## src/rtl/bcd_stopwatch_if.sv

```systemverilog
// Stopwatch control and display bundle.
// The master drives tick/run/clear and watches the digits; the stopwatch is the slave.
interface bcd_stopwatch_if;
    logic       tick_in;
    logic       start_stop;
    logic       clear;
    logic [3:0] sec_ones;
    logic [3:0] sec_tens;
    logic [3:0] min_ones;
    logic [3:0] min_tens;
    logic       running;
    logic       wrap;

    modport master (
        output tick_in,
        output start_stop,
        output clear,
        input  sec_ones,
        input  sec_tens,
        input  min_ones,
        input  min_tens,
        input  running,
        input  wrap
    );

    modport slave (
        input  tick_in,
        input  start_stop,
        input  clear,
        output sec_ones,
        output sec_tens,
        output min_ones,
        output min_tens,
        output running,
        output wrap
    );
endinterface

```

## src/rtl/bcd_stopwatch.sv

```systemverilog
// MM:SS BCD stopwatch advanced by edges of a slow tick square wave.
//
//  state  | meaning
//  IDLE   | stopped after reset/clear, waiting for first start_stop rise
//  RUN    | counting one second per tick step
//  PAUSED | digits frozen, next start_stop rise resumes counting
module bcd_stopwatch #(
    parameter int unsigned RISE_ONLY = 1
) (
    input  logic            clk_in,
    input  logic            reset,
    bcd_stopwatch_if.slave  sw
);

    typedef enum logic [1:0] {
        IDLE   = 2'd0,
        RUN    = 2'd1,
        PAUSED = 2'd2
    } state_t;

    state_t     state;
    state_t     state_next;

    logic       tick_q;
    logic       ss_q;
    logic       step;
    logic       ss_rise;
    logic       count_en;
    logic       at_max;

    logic [3:0] sec_ones_q, sec_tens_q, min_ones_q, min_tens_q;
    logic [3:0] sec_ones_n, sec_tens_n, min_ones_n, min_tens_n;
    logic       wrap_q;
    logic       wrap_n;

    // Previous-cycle copies of tick_in and start_stop for edge detection.
    always_ff @(posedge clk_in) begin
        if (reset) begin
            tick_q <= 1'b0;
            ss_q   <= 1'b0;
        end else begin
            tick_q <= sw.tick_in;
            ss_q   <= sw.start_stop;
        end
    end

    generate
        if (RISE_ONLY != 0) begin : g_rise_only
            assign step = sw.tick_in & ~tick_q;
        end else begin : g_both_edges
            assign step = sw.tick_in ^ tick_q;
        end
    endgenerate

    assign ss_rise = sw.start_stop & ~ss_q;

    // Counting is gated by the state before the edge, so a step that
    // coincides with leaving RUN still counts and one entering RUN does not.
    assign count_en = step & (state == RUN) & ~sw.clear;

    assign at_max = (sec_ones_q >= 4'd9) && (sec_tens_q >= 4'd5) &&
                    (min_ones_q >= 4'd9) && (min_tens_q >= 4'd5);

    // FSM state register.
    always_ff @(posedge clk_in) begin
        if (reset) begin
            state <= IDLE;
        end else begin
            state <= state_next;
        end
    end

    // FSM next state: clear wins over any start_stop rise.
    always_comb begin
        state_next = state;
        if (sw.clear) begin
            state_next = IDLE;
        end else if (ss_rise) begin
            case (state)
                IDLE:    state_next = RUN;
                RUN:     state_next = PAUSED;
                PAUSED:  state_next = RUN;
                default: state_next = IDLE;
            endcase
        end else if (state != IDLE && state != RUN && state != PAUSED) begin
            state_next = IDLE;
        end
    end

    // BCD ripple increment; a digit at or beyond its top value rolls to zero
    // and carries, which also pulls any out-of-range value back into range.
    always_comb begin
        sec_ones_n = sec_ones_q;
        sec_tens_n = sec_tens_q;
        min_ones_n = min_ones_q;
        min_tens_n = min_tens_q;
        wrap_n     = 1'b0;
        if (sw.clear) begin
            sec_ones_n = 4'd0;
            sec_tens_n = 4'd0;
            min_ones_n = 4'd0;
            min_tens_n = 4'd0;
        end else if (count_en) begin
            wrap_n = at_max;
            if (sec_ones_q >= 4'd9) begin
                sec_ones_n = 4'd0;
                if (sec_tens_q >= 4'd5) begin
                    sec_tens_n = 4'd0;
                    if (min_ones_q >= 4'd9) begin
                        min_ones_n = 4'd0;
                        if (min_tens_q >= 4'd5) begin
                            min_tens_n = 4'd0;
                        end else begin
                            min_tens_n = min_tens_q + 4'd1;
                        end
                    end else begin
                        min_ones_n = min_ones_q + 4'd1;
                    end
                end else begin
                    sec_tens_n = sec_tens_q + 4'd1;
                end
            end else begin
                sec_ones_n = sec_ones_q + 4'd1;
            end
        end
    end

    // Digit and wrap-pulse registers.
    always_ff @(posedge clk_in) begin
        if (reset) begin
            sec_ones_q <= 4'd0;
            sec_tens_q <= 4'd0;
            min_ones_q <= 4'd0;
            min_tens_q <= 4'd0;
            wrap_q     <= 1'b0;
        end else begin
            sec_ones_q <= sec_ones_n;
            sec_tens_q <= sec_tens_n;
            min_ones_q <= min_ones_n;
            min_tens_q <= min_tens_n;
            wrap_q     <= wrap_n;
        end
    end

    assign sw.sec_ones = sec_ones_q;
    assign sw.sec_tens = sec_tens_q;
    assign sw.min_ones = min_ones_q;
    assign sw.min_tens = min_tens_q;
    assign sw.running  = (state == RUN);
    assign sw.wrap     = wrap_q;

endmodule

```

## src/flat_wrapper.sv

```systemverilog
// flat-port wrapper written by rule: the top's interface ports become plain ports
module bcd_stopwatch_flat 
#(
    parameter int unsigned RISE_ONLY = 1
)
  (clk_in, reset, sw_tick_in, sw_start_stop, sw_clear, sw_sec_ones, sw_sec_tens, sw_min_ones, sw_min_tens, sw_running, sw_wrap);
  bcd_stopwatch_if sw_i ();
  input  logic clk_in;
  input  logic reset;
  input wire logic [$bits(sw_i.tick_in)-1:0] sw_tick_in;
  input wire logic [$bits(sw_i.start_stop)-1:0] sw_start_stop;
  input wire logic [$bits(sw_i.clear)-1:0] sw_clear;
  output wire logic [$bits(sw_i.sec_ones)-1:0] sw_sec_ones;
  output wire logic [$bits(sw_i.sec_tens)-1:0] sw_sec_tens;
  output wire logic [$bits(sw_i.min_ones)-1:0] sw_min_ones;
  output wire logic [$bits(sw_i.min_tens)-1:0] sw_min_tens;
  output wire logic [$bits(sw_i.running)-1:0] sw_running;
  output wire logic [$bits(sw_i.wrap)-1:0] sw_wrap;
  assign sw_i.tick_in = sw_tick_in;
  assign sw_i.start_stop = sw_start_stop;
  assign sw_i.clear = sw_clear;
  assign sw_sec_ones = sw_i.sec_ones;
  assign sw_sec_tens = sw_i.sec_tens;
  assign sw_min_ones = sw_i.min_ones;
  assign sw_min_tens = sw_i.min_tens;
  assign sw_running = sw_i.running;
  assign sw_wrap = sw_i.wrap;
  bcd_stopwatch #(.RISE_ONLY(RISE_ONLY)) u_core (.clk_in(clk_in), .reset(reset), .sw(sw_i));
endmodule
```

## config.mk

```make
export PLATFORM = sky130hd
export DESIGN_NAME = bcd_stopwatch_flat
export DESIGN_NICKNAME = d
export VERILOG_FILES = /design/src/rtl/bcd_stopwatch_if.sv /design/src/rtl/bcd_stopwatch.sv /design/src/flat_wrapper.sv
export SDC_FILE = /design/constraint.sdc
export NUM_CORES = 1
export LEC_CHECK = 0
export ABC_AREA = 1
export CAP_MARGIN = 10
export CORE_MARGIN = 5
export CORE_UTILIZATION = 30
export DETAILED_ROUTE_END_ITERATION = 10
export SYNTH_ARGS = -nofsm -noshare
export SYNTH_HDL_FRONTEND = slang
export SYNTH_SLANG_ARGS = --single-unit
```

## constraint.sdc

```tcl
create_clock -name clk_in -period 1.75 [get_ports clk_in]
set_input_delay 0.2625 -clock clk_in [delete_from_list [all_inputs] [get_ports clk_in]]
set_output_delay 0.2625 -clock clk_in [all_outputs]
set_load 0.01 [all_outputs]
```

==> flow_summary.toml, run 1 <==
[synthesis]
synthDistinctLibCells = 21
ys_ff_latch = 21
syn-instance-count = 160
post_synth.cell_area_avg_sq_um = 7.29
yosysSeqAreaShare_pct = 36.1
yosysWarnings = 0
synth_fp_nets = 177
netlist_area_sq_mm = 0.00117

[power_and_ir_drop]
clockPowerShare_pct = 37.9
ir_drop_mv = 0.475
powerDensity_mw_per_mm2 = 560
pwr-share-comb_pct = 5.1
seq_power_share_pct = 57.0
intPower_mw = 0.659
power_leakage_nw = 0.598
p_sw_share_pct = 22.4
power_mw = 0.849
switchingPower_mw = 0.190

[sta]
fin_crit_sh_pct = 90.4
finalHoldViolCount = 0
tightest_slew_ns = 0.255
min_period_ns = 1.58
clock_skew_ns = 0.00631
setup_viol = 0
holdWs_ns = 0.510
tns_ns = 0
rsz0062_at_grt = "false"
drv_slew = 0
fmax_ghz = 0.632
setup_slack_ns = 0.169
slew_headroom_pct = 83.0

[place]
place_area_sq_mm = 0.00147
gp_congestion = 0.797
dp_hpwl_mm = 1.82
placed_cells = 233
pre_cts_slack_ns = 0.107
io_buffers = 22

[clock_network]
ctsLongestPathBuffers = 2
clk_pin_slew_ns = 0.08
tritoncts = "done"
clk_latency_ns = 0.26
ctsResizeCount = 0
cts-root-buf = "clkbuf_8"
cts.htree.levels = 1
clock_sinks = 21
numCtsBuffers = 3
ctsHoldBuffers = 0
cts_setup_buffers = 0

[outcome]
status = "finished clean"

[drt]
drt_wl_total_mm = 2.31
wl_met1_mm = 1.17
vias_per_cell = 4.37
wl_met3_um = 172
ant_nets = 0
drtIter0Drc = 61
avgRoutedWirePerCell_um = 9.75
drc_errors = 0
dr.pass1.iters = 4
met2WireLength_um = 956
top_layer_used = "met4"
vias = 1036

[critical_path]
path_buf_inv = 2
cp-start-kind = "flop"
ff2ff_path_depth = 8
arrival_ns = 1.32
crit_slowest_cell = "clkdlybuf4s50_1"
rrSetupSlack_ns = 0.22
path_cells = "inv_2 -> nor2_4 -> clkdlybuf4s50_1"
cp_top_family = "buffers and inverters"
required_ns = 1.49
critPathMaxStageDelay_ns = 0.55
path_max_fanout = 3
worstSetupPathType = "reg -> out"
timing.rr.end = "u_core.sw.min_tens[1]"
endpoint_kind = "output pin"
reg2reg_from = "u_core.sw.min_ones[0]"

[layout]
antenna_cells = 0
design_area_sq_mm = 0.00152
final-seq-area_sq_um = 420
drive_gt1_share_pct = 10.6
final_core_util_pct = 40.8
stdcell_count = 237
multi_input_area_sq_um = 659
fill_cells = 382
nets = 207
syn2layout_area_growth_pct = 29.9

[min_path]
hp-start = "u_core.sw.min_ones[3]"
min_delay_worst_endpoint = "u_core.sw.min_ones[3]"
whs_path_depth = 2
hold_class = "reg -> reg"

[floorplan]
die_h_um = 72.3
start_util_pct = 31.4
dieWidth_um = 72.3
core_sq_mm = 0.00372
ios = 23
die_area_sq_mm = 0.00523
num_rows = 22

[grt]
overflow = 0
grt_pass1_wl_mm = 4.15
grt_pass1_vias = 931
antenna_found_initial = 0
grt_max_degree = 13
grt_use_total_pct = 9.95

[flow_run]
drv_cap = 0
registers in the layout, indices dropped and copies added, names as in the netlist:
name / count
u_core.tick_q: 1
u_core.sw.min_ones: 4
u_core.sw.sec_ones: 4
u_core.state: 2
u_core.sw.sec_tens: 4
u_core.ss_q: 1
u_core.sw.min_tens: 4
u_core.sw.wrap: 1
kinds of logic after synthesis:
group | after synthesis | share of synthesized area, %
AOI/OAI and AO/OA | 19 | 8.69
xor gates and xnor gates | 4 | 3.00
and+or+nand+nor | 81 | 32.0
DFF | 21 | 36.1
buffers and inverters | 23 | 7.40
adders and majority gates | 12 | 12.9
placed cells by master, fill, tap and decap left out, drive strengths merged:
cell type / count
clkinv: 1
xor2: 2
ha: 12
nand3b: 1
o21ai: 2
a211oi: 1
nor2: 27
nor3: 1
nand3: 7
nand4: 2
clkbuf: 3
dfxtp: 21
clkdlybuf4s50: 22
nand2: 43
xnor2: 2
inv: 23
a21oi: 16
buf: 3
cell usage after synthesis:
cell / number / share of area [%]
ha_1: 12 / 13
nor2_4: 3 / 2.9
a21oi_2: 1 / 0.75
nand3_1: 5 / 2.1
o21ai_0: 2 / 0.86
nand3b_1: 1 / 0.64
nor2_1: 21 / 6.8
inv_1: 21 / 6.8
nor3_1: 1 / 0.43
inv_2: 2 / 0.64
nand2_2: 1 / 0.54
a21oi_1: 15 / 6.4
xor2_1: 2 / 1.5
nand2_1: 41 / 13
xnor2_1: 2 / 1.5
nand4_1: 2 / 1.1
nand2_4: 1 / 0.97
nor2_2: 3 / 1.6
nand3_2: 2 / 1.7
dfxtp_1: 21 / 36
a211oi_1: 1 / 0.64
worst max-delay path by stage:
| stage | slack, ns | cells after the start | from | endpoint |
|---|---|---|---|---|
| after floorplan | 0.34 | 10 | u_core.sw.sec_tens[1] | u_core.sw.min_tens[0] |
| after global placement | 0.11 | 9 | sw_clear | u_core.sw.min_tens[1] |
| after detailed placement | 0.11 | 9 | sw_clear | u_core.sw.min_tens[1] |
| after CTS | 0.16 | 3 | u_core.state[0] | sw_running |
| after global routing | 0.06 | 8 | u_core.sw.min_ones[0] | u_core.sw.min_tens[1] |
| final | 0.17 | 3 | u_core.state[0] | sw_running |
power by group through the flow:
stage               Clock [mW]  Combinational [mW]  Sequential (mW)
floorplan                    0              0.0233            0.494
global placement             0              0.0441            0.495
detailed placement           0              0.0441            0.495
CTS                      0.333              0.0442            0.483
global route             0.357              0.0503            0.484
finish                   0.322              0.0437            0.483
cell type report:
type                       instances  area share [%]
timing repair buffer              25            16.0
clock buffer                       3            2.73
inverter                          23            5.70
clock inverter                     1           0.330
multi-input combinational        116            43.5
sequential                        21            27.7
tap                               48            3.96
worst register-to-register path, delay by kind of cell, from the launching register on:
| kind | cells | cell delay (ns) |
|---|---|---|
| compound gates | 1 | 0.25 |
| fa+ha+maj | 1 | 0.22 |
| buf+inv | 1 | 0.10 |
| flops | 1 | 0.41 |
| simple gates | 5 | 0.45 |
layer usage:
| layer | global-route usage [%] | vias to the layer above |
|---|---|---|
| met5 | 0 | - |
| met4 | 1.88 | 0 |
| met3 | 3.60 | 5 |
| met2 | 15.0 | 30 |
| met1 | 13.7 | 445 |
| li1 | - | 556 |
No activity file was read; power rests on OpenSTA's default activity.
==> run 2, diff against run 1 <==
SKIP_CTS_REPAIR_TIMING = 1   (was unset)
==> results of run 2 <==
No change in the layout: final DEF, timing and power equal those of run 1.
==> run 3, diff against run 2 <==
SKIP_LAST_GASP = 1   (was unset)
==> results of run 3 <==
No change in the layout: final DEF, timing and power equal those of run 1.
